File: config.mk
export PLATFORM = sky130hd
export DESIGN_NAME = seq_divider
export DESIGN_NICKNAME = d
export VERILOG_FILES = /design/src/rtl/seq_divider.sv
export SDC_FILE = /design/constraint.sdc
export NUM_CORES = 1
export LEC_CHECK = 0
export CORE_MARGIN = 2
export CORE_UTILIZATION = 25
export CTS_CLUSTER_SIZE = 24
export DETAILED_ROUTE_END_ITERATION = 10
export PLACE_DENSITY = 0.41
export SLEW_MARGIN = 20
export SYNTH_ARGS = -nofsm -noshare
export SYNTH_HDL_FRONTEND = slang
export SYNTH_SLANG_ARGS = --single-unit
File: constraint.sdc
create_clock -name clk -period 3.54 [get_ports clk]
set_input_delay 0.708 -clock clk [delete_from_list [all_inputs] [get_ports clk]]
set_output_delay 0.708 -clock clk [all_outputs]
set_load 0.005 [all_outputs]
File: src/rtl/seq_divider.sv
// Multi-cycle unsigned restoring divider: one quotient bit per clock, DSIZE steps per operation.
// start/busy/done handshake; results stay registered until the next completion.
module seq_divider #(
  parameter int unsigned DSIZE = 16
) (
  input  logic             clk,
  input  logic             rst,
  input  logic             start,
  input  logic [DSIZE-1:0] dividend,
  input  logic [DSIZE-1:0] divisor,
  output logic             busy,
  output logic             done,
  output logic [DSIZE-1:0] quotient,
  output logic [DSIZE-1:0] remainder,
  output logic             div_by_zero
);

  localparam int unsigned CW = $clog2(DSIZE) + 1;
  localparam logic [CW-1:0] LAST = CW'(DSIZE - 1);

  typedef enum logic [1:0] {IDLE, CALC, DONE} state_t;

  state_t           state;
  // Partial remainder kept at DSIZE bits: after every step it is below the divisor, so bit DSIZE is always zero.
  logic [DSIZE-1:0] r;
  logic [DSIZE-1:0] q;
  logic [DSIZE-1:0] d;
  logic [CW-1:0]    cnt;

  logic [DSIZE:0]   shifted;
  logic [DSIZE:0]   trial;
  logic             q_bit;
  logic [DSIZE-1:0] r_next;
  logic [DSIZE-1:0] q_next;
  logic             accept;

  always_comb begin
    shifted = {1'b0, r, q[DSIZE-1]};
    shifted = {r, q[DSIZE-1]};
    trial   = shifted - {1'b0, d};
    q_bit   = ~trial[DSIZE];
    r_next  = q_bit ? trial[DSIZE-1:0] : shifted[DSIZE-1:0];
    q_next  = {q[DSIZE-2:0], q_bit};
    accept  = start && (state != CALC);
  end

  always_ff @(posedge clk) begin
    if (!rst) begin
      state       <= IDLE;
      r           <= '0;
      q           <= '0;
      d           <= '0;
      cnt         <= '0;
      busy        <= 1'b0;
      done        <= 1'b0;
      quotient    <= '0;
      remainder   <= '0;
      div_by_zero <= 1'b0;
    end else if (accept) begin
      r           <= '0;
      q           <= dividend;
      d           <= divisor;
      cnt         <= '0;
      div_by_zero <= (divisor == '0);
      if (divisor == '0) begin
        // Divide by zero completes at the accepting edge without iterating.
        quotient  <= '1;
        remainder <= dividend;
        state     <= DONE;
        busy      <= 1'b0;
        done      <= 1'b1;
      end else begin
        state <= CALC;
        busy  <= 1'b1;
        done  <= 1'b0;
      end
    end else begin
      case (state)
        CALC: begin
          r   <= r_next;
          q   <= q_next;
          cnt <= cnt + 1'b1;
          if (cnt == LAST) begin
            quotient  <= q_next;
            remainder <= r_next;
            state     <= DONE;
            busy      <= 1'b0;
            done      <= 1'b1;
          end
        end
        DONE: begin
          state <= IDLE;
          done  <= 1'b0;
        end
        default: begin
          state <= IDLE;
          busy  <= 1'b0;
          done  <= 1'b0;
        end
      endcase
    end
  end

endmodule

Word level (Yosys, flattened, before mapping)

Index checks and enable logic that the tools add are counted.

Flip-flop bits (word level): 90
Bits of input ports: 35
Output and inout port bits: 35
Word-level logic and storage cells: 51

Add/sub/neg operators: 2
Eq/ne operators: 7
Mux-type cells: 23
Bitwise operators: 2
Reductions and logical operators: 7

Operators with widths:

| operator              | number |
|---|---|
| $mux W16              | 11 |
| $sub A17 B16 Y17      | 1 |
| $logic_not A16 Y1     | 1 |
| $mux W2               | 4 |
| $mux W1               | 7 |
| $add A5 B1 Y5 const B | 1 |
| $eq A5 B4 Y1 const B  | 1 |
| $ne A2 B1 Y1 const B  | 2 |
| $reduce_bool A2 Y1    | 2 |
| $ne A3 B3 Y1 const B  | 1 |
| $reduce_and A3 Y1     | 1 |
| $eq A2 B1 Y1 const B  | 1 |
| $eq A2 B2 Y1 const B  | 1 |
| $ne A2 B2 Y1 const B  | 1 |
| $not A1 Y1            | 2 |
| $pmux W1 S2           | 1 |
| $reduce_and A2 Y1     | 1 |
| $reduce_or A2 Y1      | 1 |
| $logic_and A1 B1 Y1   | 1 |

Logic depth before layout (Yosys ltp)

Gate-level depths: netlist of run 1.

Word-level depth: 5
Gate-level depth with buffers: 11
Gate-level depth less buffers: 10

Worst setup path after synthesis of run 1

No wires, ideal clock.

Path kind: reg2reg
Start: reg q[15]
End: reg r[10]
Arrival time: 2558 ps
Data required time: 3407 ps
Slack: 849 ps
Cell stages (with the launch flop): 12
Buffers on the path: 1
Clock period less this slack: 2691 ps
Path through: dfxtp_1 -> inv_1 -> ha_1 -> fa_1 -> nand2b_1 -> a21oi_2 -> a31oi_4 -> o31ai_4 -> xnor2_4 -> buf_8 -> mux2i_1 -> a21oi_1

Longest elaborated chain between the ends: 2

RTL lines:

| item                     | RTL line | text |
|---|---|---|
| start: declaration       | 26       | `logic [DSIZE-1:0] q;` |
| start signal: assignment | 61       | `q <= dividend;` |
| start signal: assignment | 81       | `q <= q_next;` |
| $sub A17 B16 Y17         | 40       | `trial = shifted - {1'b0, d};` |
| $mux W16                 | 42       | `r_next = q_bit ? trial[DSIZE-1:0] : shifted[DSIZE-1:0];` |
| end signal: assignment   | 80       | `r <= r_next;` |
| end: declaration         | 25       | `logic [DSIZE-1:0] r;` |

No other way between the ends.
A chain may end at the register's enable or synchronous reset.

Worst setup path in the final report of run 1

Start: reg q[15]
End: reg r[7]

The elaborated chain is that of the path after synthesis.

==> results of run 1 <==
per-layer routing:
layer	GRT usage (%)	vias up	share of wire, %
li1	-	2123	-
met5	0	-	0
met1	18.35	1873	50
met3	3.350	11	4.2
met4	3.895	0	1.3
met2	21.69	93	44
critical path, cell delays in order (launching register included):
cell and delay, ns:
dfxtp_1 0.31, inv_1 0.08, ha_1 0.25, fa_1 0.41, nand2b_1 0.20, a21oi_2 0.21, a31oi_4 0.18, o31ai_4 0.46
xnor2_4 0.39, mux2i_1 0.44, a21oi_1 0.11
cells in the mapped netlist, types with 2 or more instances:
library cell	count
xor2_1	4
nand2_1	95
mux2i_1	28
and3_1	3
nor4_1	4
buf_1	2
nor2_1	45
a21o_1	3
nand4_1	5
o21a_1	3
xnor2_1	10
o211ai_1	3
dfxtp_1	89
a31oi_1	2
nand2b_1	7
nor2b_1	5
a211oi_1	18
ha_1	18
and2_1	4
nand3_1	19
o22ai_1	2
nor3b_1	2
o21ai_0	16
a21oi_1	46
buf_2	3
mux2_4	2
a31oi_4	2
o21ai_1	24
inv_1	21
clkbuf_1	31
nor3_1	33
power groups by stage:
| stage | Clock [mW] | Combinational, mW | Sequential (mW) |
|---|---|---|---|
| 2_1_floorplan | 0 | 0.622 | 1.10 |
| 3_3_place_gp | 0 | 0.809 | 1.11 |
| 3_5_place_dp | 0 | 0.820 | 1.11 |
| 4_1_cts | 1.04 | 0.823 | 1.09 |
| 5_1_grt | 1.07 | 0.890 | 1.09 |
| 6_report | 0.997 | 0.815 | 1.09 |
path summary, 6_finish.rpt:
path | to | slack [ns] | cells after the start
max | r[7]$_SDFFE_PP0P_ | 0.37 | 10
max reg2reg | r[7]$_SDFFE_PP0P_ | 0.37 | 10
min reg2reg | d[9]$_SDFFE_PN0P_ | 0.45 | 2
min | d[9]$_SDFFE_PN0P_ | 0.45 | 2
cell type report:
class,instances,area (um^2)
clock buffer,10,229.0
clock inverter,6,72.57
fill,1913,12190
inverter,22,82.58
multi-input combinational,427,2600
sequential,89,1782
tap,229,286.5
timing repair buffer,79,778.2
sequential cells by signal, summed over array words and instances, names as in the netlist:
register and flops:
q 16, div_by_zero 1, state 2, d 16
busy 1, r 16, remainder 16, cnt 5
quotient 16
placed cells by master (no fill, tap or decap), types with 4 or more instances in the layout:
master	count
o21ai_1	23
o21ai_0	16
dfxtp_1	89
nor4_1	4
nand2b_1	7
nand4_1	5
buf_4	9
mux2i_1	28
a211oi_1	18
nand3_1	19
nor2_1	45
xnor2_1	10
clkdlybuf4s50_1	69
xor2_1	4
a21oi_1	46
nand2_1	95
nor3_1	33
inv_1	21
ha_1	18
clkbuf_16	9
nor2b_1	4
kinds of logic (layout without fill, tap and decap cells):
kind of cell               after synthesis  count (layout)  synth area share (%)
AOI/OAI and AO/OA                      136             136                 18.79
xor gates and xnor gates                15              15                 3.248
adders and majority gates               19              19                 5.306
buffers and inverters                   60             117                 5.360
DFF                                     89              89                 38.55
muxes                                   31              31                 6.957
and+or+nand+nor                        226             226                 21.79
through the flow:
stage                     instances  utilization [%]
final                           862            32.35
after detailed placement        846            30.67
after global routing            862            32.35
after floorplan                 576                -
after CTS                       862            32.35
after global placement          846            30.67
==> flow_summary.json, run 1 <==
{
  "status": "finished, final reports clean",
  "r2r_start": "q[15]$_SDFFE_PN0P_",
  "worst_setup_path_start_kind": "flip-flop",
  "finalSetupViolations": 0,
  "cts_tree": "done",
  "cp.required_ns": 3.76,
  "viasPerCell": 4.756,
  "die-area_um2": 19590,
  "postCtsHoldBufs": 0,
  "min_from": "d[9]$_SDFFE_PN0P_",
  "clockRootBuffer": "clkbuf_16",
  "crit_fanout": 18,
  "finalClockSkew_ns": 0.01007,
  "max_slew.worst_pin.slew_ns": 0.8824,
  "hold_slack_ns": 0.4536,
  "grt_usage_pct": 13.61,
  "synth.avg_cell_area_um2": 8.024,
  "swShare_pct": 32.74,
  "layout-drive-gt1-share_pct": 6.003,
  "hold_viol": 0,
  "yosysTopAreaCell": "dfxtp_1",
  "die_h_um": 140.0,
  "clockPowerShare_pct": 34.4,
  "synth-edff-count": 0,
  "syn_nets": 630,
  "tns_ns": 0,
  "finalInstanceArea_um2": 5831,
  "ir_drop_uv": 251.4,
  "power_switching_mw": 0.9488,
  "clock.fmax_mhz": 315.5,
  "post_cts_buffers": 0,
  "routed_wl_mm": 13.27,
  "power_density_nw_per_um2": 497.1,
  "syn2layout_area_growth_pct": 26.15,
  "place_worst_setup_slack_ns": 0.3600,
  "hpwl_mm": 9.876,
  "grt_pass1_wl_mm": 21.13,
  "rsz0062_at_grt": "false",
  "synth_flop_cell": "dfxtp_1",
  "drc": 0,
  "syn-cell-area_um2": 4622,
  "nets": 682,
  "comb_power_share_pct": 28.1,
  "cts_buffers": 9,
  "slew_violations": 0,
  "antenna_cells": 0,
  "maxSlewHeadroom_pct": 41.17,
  "p_seq_share_pct": 37.5,
  "drv_cap": 0,
  "port_buffers": 69,
  "die_w_um": 140.0,
  "start_util_pct": 25.64,
  "grt_pass1_vias": 3955,
  "rows": 49,
  "yosysWarningCount": 0,
  "worst_hold_path_type": "flip-flop to flip-flop",
  "antenna_found_initial": 0,
  "cts_sinks": 89,
  "startpoint": "q[15]$_SDFFE_PN0P_",
  "dpl_cell_area_um2": 5529,
  "vias": 4100,
  "drtPass1Iterations": 4,
  "synth.area.top_cells": "dfxtp_1 (39%), nand2_1 (7.7%), mux2i_1 (6.1%), a21oi_1 (5.0%), ha_1 (4.9%)",
  "synth_cell_types": 58,
  "grt-ovfl-total": 0,
  "pin_count": 70,
  "core_region_area_um2": 18020,
  "clkTransAtPathRegs_ns": 0.07,
  "clockBufferDepth": 2,
  "crit_path_end_kind": "flip-flop",
  "drtIter0Drc": 176,
  "path_class": "flip-flop to flip-flop",
  "internal-power_mw": 1.949,
  "cp_data_arrival_time_ns": 3.39,
  "total_power_mw": 2.898,
  "async_flop_share_pct": 0,
  "gp_congestion": 0.8641,
  "timing.final.crit_share_pct": 89.54,
  "fin_ws_ns": 0.3702,
  "synth_top_area_share_pct": 38.55,
  "finalCriticalPeriod_ns": 3.170,
  "ys_ff_latch": 89,
  "leakagePower_nw": 2.231,
  "htreeDepth": 3,
  "synth_cells": 576,
  "cts_resized": 0,
  "grt_max_degree": 36,
  "yosysSeqAreaShare_pct": 38.55,
  "ant_nets": 0,
  "clk-insertion-delay-late_ns": 0.35,
  "avgRoutedWirePerCell_um": 15.39
}
(Power assumes the default switching activity.)
==> run 2: changes to the inputs <==
--- a/config.mk
+++ b/config.mk
@@ -5,8 +5,9 @@
 export SDC_FILE = /design/constraint.sdc
 export NUM_CORES = 1
 export LEC_CHECK = 0
-export CORE_MARGIN = 2
+export CORE_MARGIN = 4
 export CORE_UTILIZATION = 25
+export CTS_CLUSTER_DIAMETER = 120
 export CTS_CLUSTER_SIZE = 24
 export DETAILED_ROUTE_END_ITERATION = 10
 export PLACE_DENSITY = 0.41
==> run 2 against run 1 <==
First-iteration DRC count grew 22%. Design area grew 0.84%. Clock power is essentially flat. Wire length grew 1.6%. Flip-flop and latch count is the same. Global-route usage shrank 0.21 points. Die area grew 5.8%. Non-clock buffer count grew 7. Critical path depth shrank 2. Setup slack gained 0.16 ns. Clock skew shrank 0.0024 ns.
==> flow_summary.json, run 2 (synthesis gave the netlist of run 1 again) <==
{
  "rsz0062_at_grt": "false",
  "finalClockSkew_ns": 0.007626,
  "start_util_pct": 25.56,
  "grt_pass1_wl_mm": 21.90,
  "r2r-end": "r[3]$_SDFFE_PP0P_",
  "path_class": "flip-flop to flip-flop",
  "grt-ovfl-total": 0,
  "clockBufferDepth": 2,
  "clock.fmax_mhz": 332.1,
  "drtIter0Drc": 214,
  "cp_data_arrival_time_ns": 3.23,
  "crit_path_end": "r[3]$_SDFFE_PP0P_",
  "die_w_um": 144.0,
  "slew_violations": 0,
  "hpwl_mm": 10.02,
  "tns_ns": 0,
  "postCtsHoldBufs": 0,
  "cts_sinks": 89,
  "clk-insertion-delay-late_ns": 0.34,
  "clockRootBuffer": "clkbuf_16",
  "reg2reg_depth": 8,
  "grt_max_degree": 42,
  "cts_tree": "done",
  "r2r_slack_ns": 0.53,
  "crit_path_end_kind": "flip-flop",
  "drtPass1Iterations": 4,
  "worst_setup_path_start_kind": "flip-flop",
  "timing.final.crit_share_pct": 85.07,
  "power_density_nw_per_um2": 496.4,
  "clkTransAtPathRegs_ns": 0.07,
  "antenna_cells": 0,
  "hold_viol": 0,
  "cp.required_ns": 3.76,
  "die_h_um": 144.0,
  "htreeDepth": 3,
  "routed_wl_mm": 13.48,
  "grt_pass1_vias": 4009,
  "nets": 689,
  "fillers": 1899,
  "place_worst_setup_slack_ns": 0.5661,
  "r2r_start": "r[12]$_SDFFE_PP0P_",
  "vias": 4071,
  "syn2layout_area_growth_pct": 27.21,
  "pin_count": 70,
  "max_slew.worst_pin.slew_ns": 0.8627,
  "final_cell_mix": "nand2_1 (95), dfxtp_1 (89), clkdlybuf4s50_1 (69), a21oi_1 (46), nor2_1 (45)",
  "die-area_um2": 20730,
  "avgRoutedWirePerCell_um": 15.53,
  "drv_cap": 0,
  "grt_usage_pct": 13.40,
  "ir_drop_uv": 221.5,
  "antenna_found_initial": 0,
  "finalCriticalPeriod_ns": 3.012,
  "layout_commonest_cell": "nand2_1",
  "viasPerCell": 4.690,
  "crit_fanout": 18,
  "port_buffers": 69,
  "maxSlewHeadroom_pct": 42.49,
  "fin_ws_ns": 0.5285,
  "ant_nets": 0,
  "startpoint": "r[12]$_SDFFE_PP0P_",
  "post_cts_buffers": 0,
  "gp_congestion": 0.8425,
  "rows": 49,
  "cts_resized": 0,
  "finalSetupViolations": 0,
  "layout-drive-gt1-share_pct": 6.886,
  "drc": 0,
  "worst_hold_path_type": "flip-flop to flip-flop",
  "core_region_area_um2": 18090,
  "status": "finished, final reports clean",
  "leakagePower_nw": 2.261,
  "cts_buffers": 9
}
-- run 2: worst min path at each step --
stage,endpoint,startpoint,slack (ns),cells past startpoint
floorplan,d[10]$_SDFFE_PN0P_,d[10]$_SDFFE_PN0P_,0.44,2
global placement,d[10]$_SDFFE_PN0P_,d[10]$_SDFFE_PN0P_,0.45,2
detailed placement,d[9]$_SDFFE_PN0P_,d[9]$_SDFFE_PN0P_,0.45,2
CTS,d[9]$_SDFFE_PN0P_,d[9]$_SDFFE_PN0P_,0.46,2
global route,d[9]$_SDFFE_PN0P_,d[9]$_SDFFE_PN0P_,0.48,2
finish,d[9]$_SDFFE_PN0P_,d[9]$_SDFFE_PN0P_,0.45,2
-- run 2: worst max-delay path: stages, from the launching register on --
cell,delay [ns]
dfxtp_1,0.44
ha_1,0.31
a21o_1,0.26
a221o_1,0.35
a31oi_4,0.18
o31ai_4,0.15
xnor2_4,0.70
mux2i_1,0.38
a21oi_1,0.11
-- run 2: final cells by class --
class,instances,area (um^2),share of cell area (%)
sequential,89,1782,30.30
multi-input combinational,427,2600,44.22
clock buffer,10,229.0,3.894
tap,229,286.5,4.873
timing repair buffer,86,818.3,13.92
clock inverter,5,81.33,1.383
inverter,22,82.58,1.405
-- run 2: metrics by stage --
step / hold WS [ns] / power (mW) / util, % / cells / cell area, um^2
floorplan: 0.4363 / 1.719 / - / 576 / 4622
global placement: 0.4484 / 1.901 / 30.79 / 853 / 5569
detailed placement: 0.4470 / 1.912 / 30.79 / 853 / 5569
CTS: 0.4563 / 2.958 / 32.51 / 868 / 5879
global route: 0.4764 / 3.080 / 32.51 / 868 / 5879
finish: 0.4542 / 2.919 / 32.51 / 868 / 5879
-- run 2: where the power goes --
group,leakage [nW],switching (mW),internal [mW]
clock network,0.149,0.417,0.616
logic,1.39,0.454,0.344
registers,0.726,0.0391,1.05
total,2.26,0.910,2.01
-- run 2: routing by layer --
layer / share of wire [%] / vias to the layer above / global-route usage (%)
met5: 0 / - / 0
met4: 1.1 / 0 / 4.014
li1: - / 2134 / -
met3: 4.6 / 9 / 2.183
met2: 43 / 91 / 20.28
met1: 52 / 1837 / 19.57
==> run 3: changes to the inputs <==
--- a/config.mk
+++ b/config.mk
@@ -11,6 +11,7 @@
 export CTS_CLUSTER_SIZE = 24
 export DETAILED_ROUTE_END_ITERATION = 10
 export PLACE_DENSITY = 0.41
+export REMOVE_ABC_BUFFERS = 1
 export SLEW_MARGIN = 20
 export SYNTH_ARGS = -nofsm -noshare
 export SYNTH_HDL_FRONTEND = slang
==> run 3 against run 2 <==
Critical path depth up 2. Via count shrank 0.25%. Fmax is 1.2% lower. Largest cell class unchanged. Setup slack got worse by 0.035 ns. Combinational power rose by 0.5%. Critical path type unchanged.
==> flow_summary.json, run 3 (synthesis gave the netlist of run 1 again) <==
{
  "comb_power_share_pct": 26.8,
  "die-area_um2": 20730,
  "grt_usage_pct": 13.13,
  "cts_sinks": 89,
  "finalInstanceArea_um2": 5893,
  "syn2layout_area_growth_pct": 27.50,
  "rows": 49,
  "slowest_stage": "o31ai_4",
  "tns_ns": 0,
  "placed_cells": 848,
  "die_w_um": 144.0,
  "cp.required_ns": 3.75,
  "die_h_um": 144.0,
  "power_switching_mw": 0.9081,
  "cts_resized": 0,
  "swShare_pct": 30.35,
  "hold_viol": 0,
  "drtPass1Iterations": 4,
  "finalSetupViolations": 0,
  "vias": 4061,
  "critPathMaxStageDelay_ns": 0.45,
  "final_cells": 864,
  "cpLargestDelayFamily": "compound AO/OA/AOI/OAI gates",
  "grt_pass1_wl_mm": 21.32,
  "p_seq_share_pct": 36.4,
  "cts_buffers": 9,
  "clockRootBuffer": "clkbuf_16",
  "status": "finished, final reports clean",
  "grt-ovfl-total": 0,
  "core_region_area_um2": 18090,
  "start_util_pct": 25.56,
  "crit_buf_inv": 1,
  "dpl_cell_area_um2": 5557,
  "grt_pass1_vias": 4035,
  "drv_cap": 0,
  "hpwl_mm": 9.688,
  "avgRoutedWirePerCell_um": 15.37,
  "final_cell_mix": "nand2_1 (95), dfxtp_1 (89), clkdlybuf4s50_1 (69), a21oi_1 (46), nor2_1 (45)",
  "clock.fmax_mhz": 328.2,
  "antenna_cells": 0,
  "timing.final.crit_share_pct": 86.07,
  "grt_max_degree": 42,
  "internal-power_mw": 2.084,
  "finalClockSkew_ns": 0.009644,
  "postCtsHoldBufs": 0,
  "crit_fanout": 18,
  "slew_violations": 0,
  "htreeDepth": 3,
  "ant_nets": 0,
  "viasPerCell": 4.700,
  "layout-drive-gt1-share_pct": 6.142,
  "maxSlewHeadroom_pct": 44.87,
  "cp_data_arrival_time_ns": 3.26,
  "routed_wl_mm": 13.28,
  "power_density_nw_per_um2": 507.7,
  "crit_path_end_kind": "flip-flop",
  "layout_commonest_cell": "nand2_1",
  "worst_setup_path_start_kind": "flip-flop",
  "rsz0062_at_grt": "false",
  "cts_tree": "done",
  "finalCriticalPeriod_ns": 3.047,
  "clkTransAtPathRegs_ns": 0.07,
  "crit_chain": "inv_1 -> ha_1 -> fa_1 -> nand2b_1 -> a21oi_2 -> a31oi_4 -> o31ai_4 -> xnor2_4 -> mux2i_1 -> a21oi_1",
  "clockPowerShare_pct": 36.8,
  "path_class": "flip-flop to flip-flop",
  "clockBufferDepth": 2,
  "pin_count": 70,
  "clk-insertion-delay-late_ns": 0.35,
  "drtIter0Drc": 253,
  "nets": 684,
  "post_cts_buffers": 0,
  "leakagePower_nw": 2.260,
  "port_buffers": 69,
  "drc": 0,
  "worst_hold_path_type": "flip-flop to flip-flop",
  "ir_drop_uv": 196.8,
  "gp_congestion": 0.7430,
  "antenna_found_initial": 0,
  "max_slew.worst_pin.slew_ns": 0.8269
}
## run 3: power by group through the flow
| stage | clock network, mW | logic (mW) | registers (mW) |
|---|---|---|---|
| finish | 1.10 | 0.802 | 1.09 |
| global route | 1.18 | 0.886 | 1.09 |
| CTS | 1.14 | 0.807 | 1.09 |
| detailed placement | 0 | 0.803 | 1.11 |
| global placement | 0 | 0.792 | 1.11 |
| floorplan | 0 | 0.581 | 1.10 |
## run 3: path summary, 6_finish.rpt
kind / to / cells after the start / slack (ns) / start
min reg2reg: d[6]$_SDFFE_PN0P_ / 2 / 0.46 / d[6]$_SDFFE_PN0P_
max: r[2]$_SDFFE_PP0P_ / 10 / 0.49 / q[15]$_SDFFE_PN0P_
min: d[6]$_SDFFE_PN0P_ / 2 / 0.46 / d[6]$_SDFFE_PN0P_
max reg2reg: r[2]$_SDFFE_PP0P_ / 10 / 0.49 / q[15]$_SDFFE_PN0P_
## run 3: per-layer routing
layer	part of all wire, %	global-route usage, %
met2	44	20.85
met1	52	18.18
met5	0	0
met4	1.1	4.460
met3	3.9	2.083
## run 3: cell type report
type | instances | area, um^2
Fill cell | 1920 | 12190
Inverter | 22 | 82.58
Clock buffer | 11 | 232.7
Multi-Input combinational cell | 427 | 2600
Timing Repair Buffer | 81 | 805.8
Clock inverter | 5 | 103.9
Tap cell | 229 | 286.5
Sequential cell | 89 | 1782
## run 3: per-stage QoR
stage	power (mW)	worst slack, ns	hold slack [ns]	util, %
after floorplan	1.678	0.09491	0.4363	-
after global placement	1.902	0.3102	0.4452	30.72
after detailed placement	1.914	0.3196	0.4470	30.72
after CTS	3.033	0.4796	0.4564	32.58
after global routing	3.158	0.2568	0.4714	32.58
final	2.992	0.4932	0.4550	32.58
## run 3: worst reg2reg max path, cell delays in order (launching register included)
cell	delay [ns]
dfxtp_1	0.31
inv_1	0.07
ha_1	0.23
fa_1	0.40
nand2b_1	0.19
a21oi_2	0.20
a31oi_4	0.17
o31ai_4	0.45
xnor2_4	0.37
mux2i_1	0.40
a21oi_1	0.11
==> RTL edit: new RTL, config.mk and constraints of run 3 <==
Set the parameter `DSIZE` to 8 (it was 16).
--- a/src/rtl/seq_divider.sv
+++ b/src/rtl/seq_divider.sv
@@ -2,5 +2,5 @@
 // start/busy/done handshake; results stay registered until the next completion.
 module seq_divider #(
-  parameter int unsigned DSIZE = 16
+  parameter int unsigned DSIZE = 8
 ) (
   input  logic             clk,
Ports: changed (resized dividend, divisor, quotient and remainder); port bits go from 70 to 38. The function was not compared with the original's and may differ.
==> RTL edit against run 3 <==
  * Area after synthesis down 43%
  * Wire length down 44%
  * Sequential cell count down 41
  * Total power down 58%
  * Clock power down 69%
  * Final area down 45%
  * Sequential power down 46%
  * Setup slack better by 290 ps
  * Count of clock-buffer cells in the layout down 6
  * Critical path type unchanged
  * Critical endpoint is now r[0]
  * Largest cell class unchanged
  * Largest power group is now sequential cells
==> RTL edit: results (changes against run 3) <==
** Critical path
- The depth of the worst register-to-register path is 9 (was 10).
- Worst R2R Setup Slack :: 780 ps (was 490 ps)
- The worst flop-to-flop path endpoint is r[0] (was r[2]).
- The data arrival time of the worst path is 3010 ps (was 3260 ps).
- The peak per-stage delay on the critical path is 520 ps (was 450 ps).
- Cell with the biggest individual delay on the critical path :: sky130_fd_sc_hd__or4_1 (was sky130_fd_sc_hd__o31ai_4)
- The worst flop-to-flop path startpoint is q[7] (was q[15]).
- Delay-heaviest family, CP :: simple AND/OR/NAND/NOR gates (was compound AO/OA/AOI/OAI gates)

** Drt
- DRC marker count from the first detailed-route iteration :: 91 (was 253)
- Final WL :: 7440 um (was 13300 um)
- The routed via count came to 2327 (was 4061).

** Finish
- Layout Nets :: 372 (was 684)
- Proportion of layout cells with a drive suffix above 1 :: 9.30% (was 6.14%)

** Clocking
- CTS Buf Count :: 5 (was 9)
- The clock insertion delay at the later pin of the skew report was 310 ps (was 350 ps).
- The clock-pin transition on the worst setup and hold timing paths is 90 ps (was 70 ps).
- The root buffer cell is sky130_fd_sc_hd__clkbuf_8 (was sky130_fd_sc_hd__clkbuf_16).
- CTS HTree Levels :: 2 (was 3)

** Yosys
- The count of distinct cell types in the synthesized netlist was 53 (was 58).
- Cell types occupying the most area after synthesis: sky130_fd_sc_hd__dfxtp_1 (37%), sky130_fd_sc_hd__nand2_1 (6.5%), sky130_fd_sc_hd__ha_1 (4.3%) (was sky130_fd_sc_hd__dfxtp_1 (39%), sky130_fd_sc_hd__nand2_1 (7.7%), sky130_fd_sc_hd__mux2i_1 (6.1%)).
- Proportion of synthesized chip area in sequential cells :: 36.7% (was 38.5%)
- Post-synth top cells :: sky130_fd_sc_hd__dfxtp_1 (48), sky130_fd_sc_hd__nand2_1 (45), sky130_fd_sc_hd__nor2_1 (24), sky130_fd_sc_hd__clkbuf_1 (17), sky130_fd_sc_hd__o21ai_0 (17) (was sky130_fd_sc_hd__nand2_1 (95), sky130_fd_sc_hd__dfxtp_1 (89), sky130_fd_sc_hd__a21oi_1 (46), sky130_fd_sc_hd__nor2_1 (45), sky130_fd_sc_hd__nor3_1 (33))

** Pwr
- The net switching fraction of the power is 33.2% (was 30.4%).
- Largest voltage drop on the vdd net :: 0.129 mV (was 0.197 mV)
- Leakage dissipation :: 1.30 nW (was 2.26 nW)

** Global route
- The wire length of the first global-routing pass came to 11400 um (was 21300 um).
- The via count of the first global-routing pass is 2102 (was 4035).
- Overall global routing resource usage :: 12.3% (was 13.1%)

** Placed design
- Half-perimeter wire length after detailed placement :: 5250 um (was 9690 um)
- RePlAce Congestion :: 0.708 (was 0.743)
- Minimum setup slack after placement :: 521 ps (was 320 ps)
- Count of input and output buffers :: 37 (was 69)
- Cell Area, Placed :: 3130 sq um (was 5560 sq um)

** Timing
- The clock skew was 10.5 ps (was 9.64 ps).
- The smallest hold slack came to 465 ps (was 455 ps).

** Worst hold path
- The beginning of the worst hold path is d[6] (unchanged).

** Status
- Status: complete, no violations (unchanged).
==> RTL edit: worst register-to-register path: cells and delay by family, from the launching register on <==
family	cells	cell delay (ps)
compound gates	2	580
flops	1	370
buf+inv	1	90
fa+ha+maj	2	630
simple gates	4	1030
==> RTL edit: worst max-delay path by stage <==
stage	from	end	slack, ps	cells past startpoint
2_1_floorplan	q[7]	remainder[7]	1090	9
3_3_place_gp	divisor[4]	remainder[1]	570	8
4_1_cts	q[7]	r[0]	790	9
6_report	q[7]	r[0]	780	9
5_1_grt	q[7]	r[4]	570	9
3_5_place_dp	divisor[4]	remainder[1]	520	8
==> RTL edit: area by class of cell <==
class	count	area (sq um)	area share (%)
tap	136	170	5.30
multi-input combinational	230	1510	47.0
inverter	12	45.0	1.40
timing repair buffer	46	438	13.6
clock buffer	5	68.8	2.14
clock inverter	3	18.8	0.584
sequential	48	961	29.9
==> RTL edit: cell families after synthesis <==
logic type | Yosys count | share of synthesized area [%]
simple gates | 119 | 22.4
compound gates | 83 | 23.8
flops | 48 | 36.7
buf+inv | 35 | 5.45
mux | 10 | 3.83
fa+ha+maj | 10 | 5.07
xor+xnor | 8 | 2.68
==> RTL edit: routing by layer <==
metal,vias up,track usage [%],wire (um)
met1,1094,18.3,3940
met3,7,1.86,293
met5,-,0,0
met2,49,18.2,3120
met4,0,3.69,92
li1,1177,-,-
==> RTL edit: power by group through the flow <==
stage,Sequential (mW),Clock [mW],Combinational [mW]
2_1_floorplan,0.591,0,0.209
3_3_place_gp,0.597,0,0.319
3_5_place_dp,0.597,0,0.320
4_1_cts,0.585,0.368,0.320
5_1_grt,0.588,0.384,0.351
6_report,0.585,0.346,0.318
==> RTL edit: stage by stage <==
step                      util (%)  instances
after global placement        30.4        472
after CTS                     31.3        480
after global routing          31.3        480
after floorplan                  -        290
after detailed placement      30.4        472
final                         31.3        480
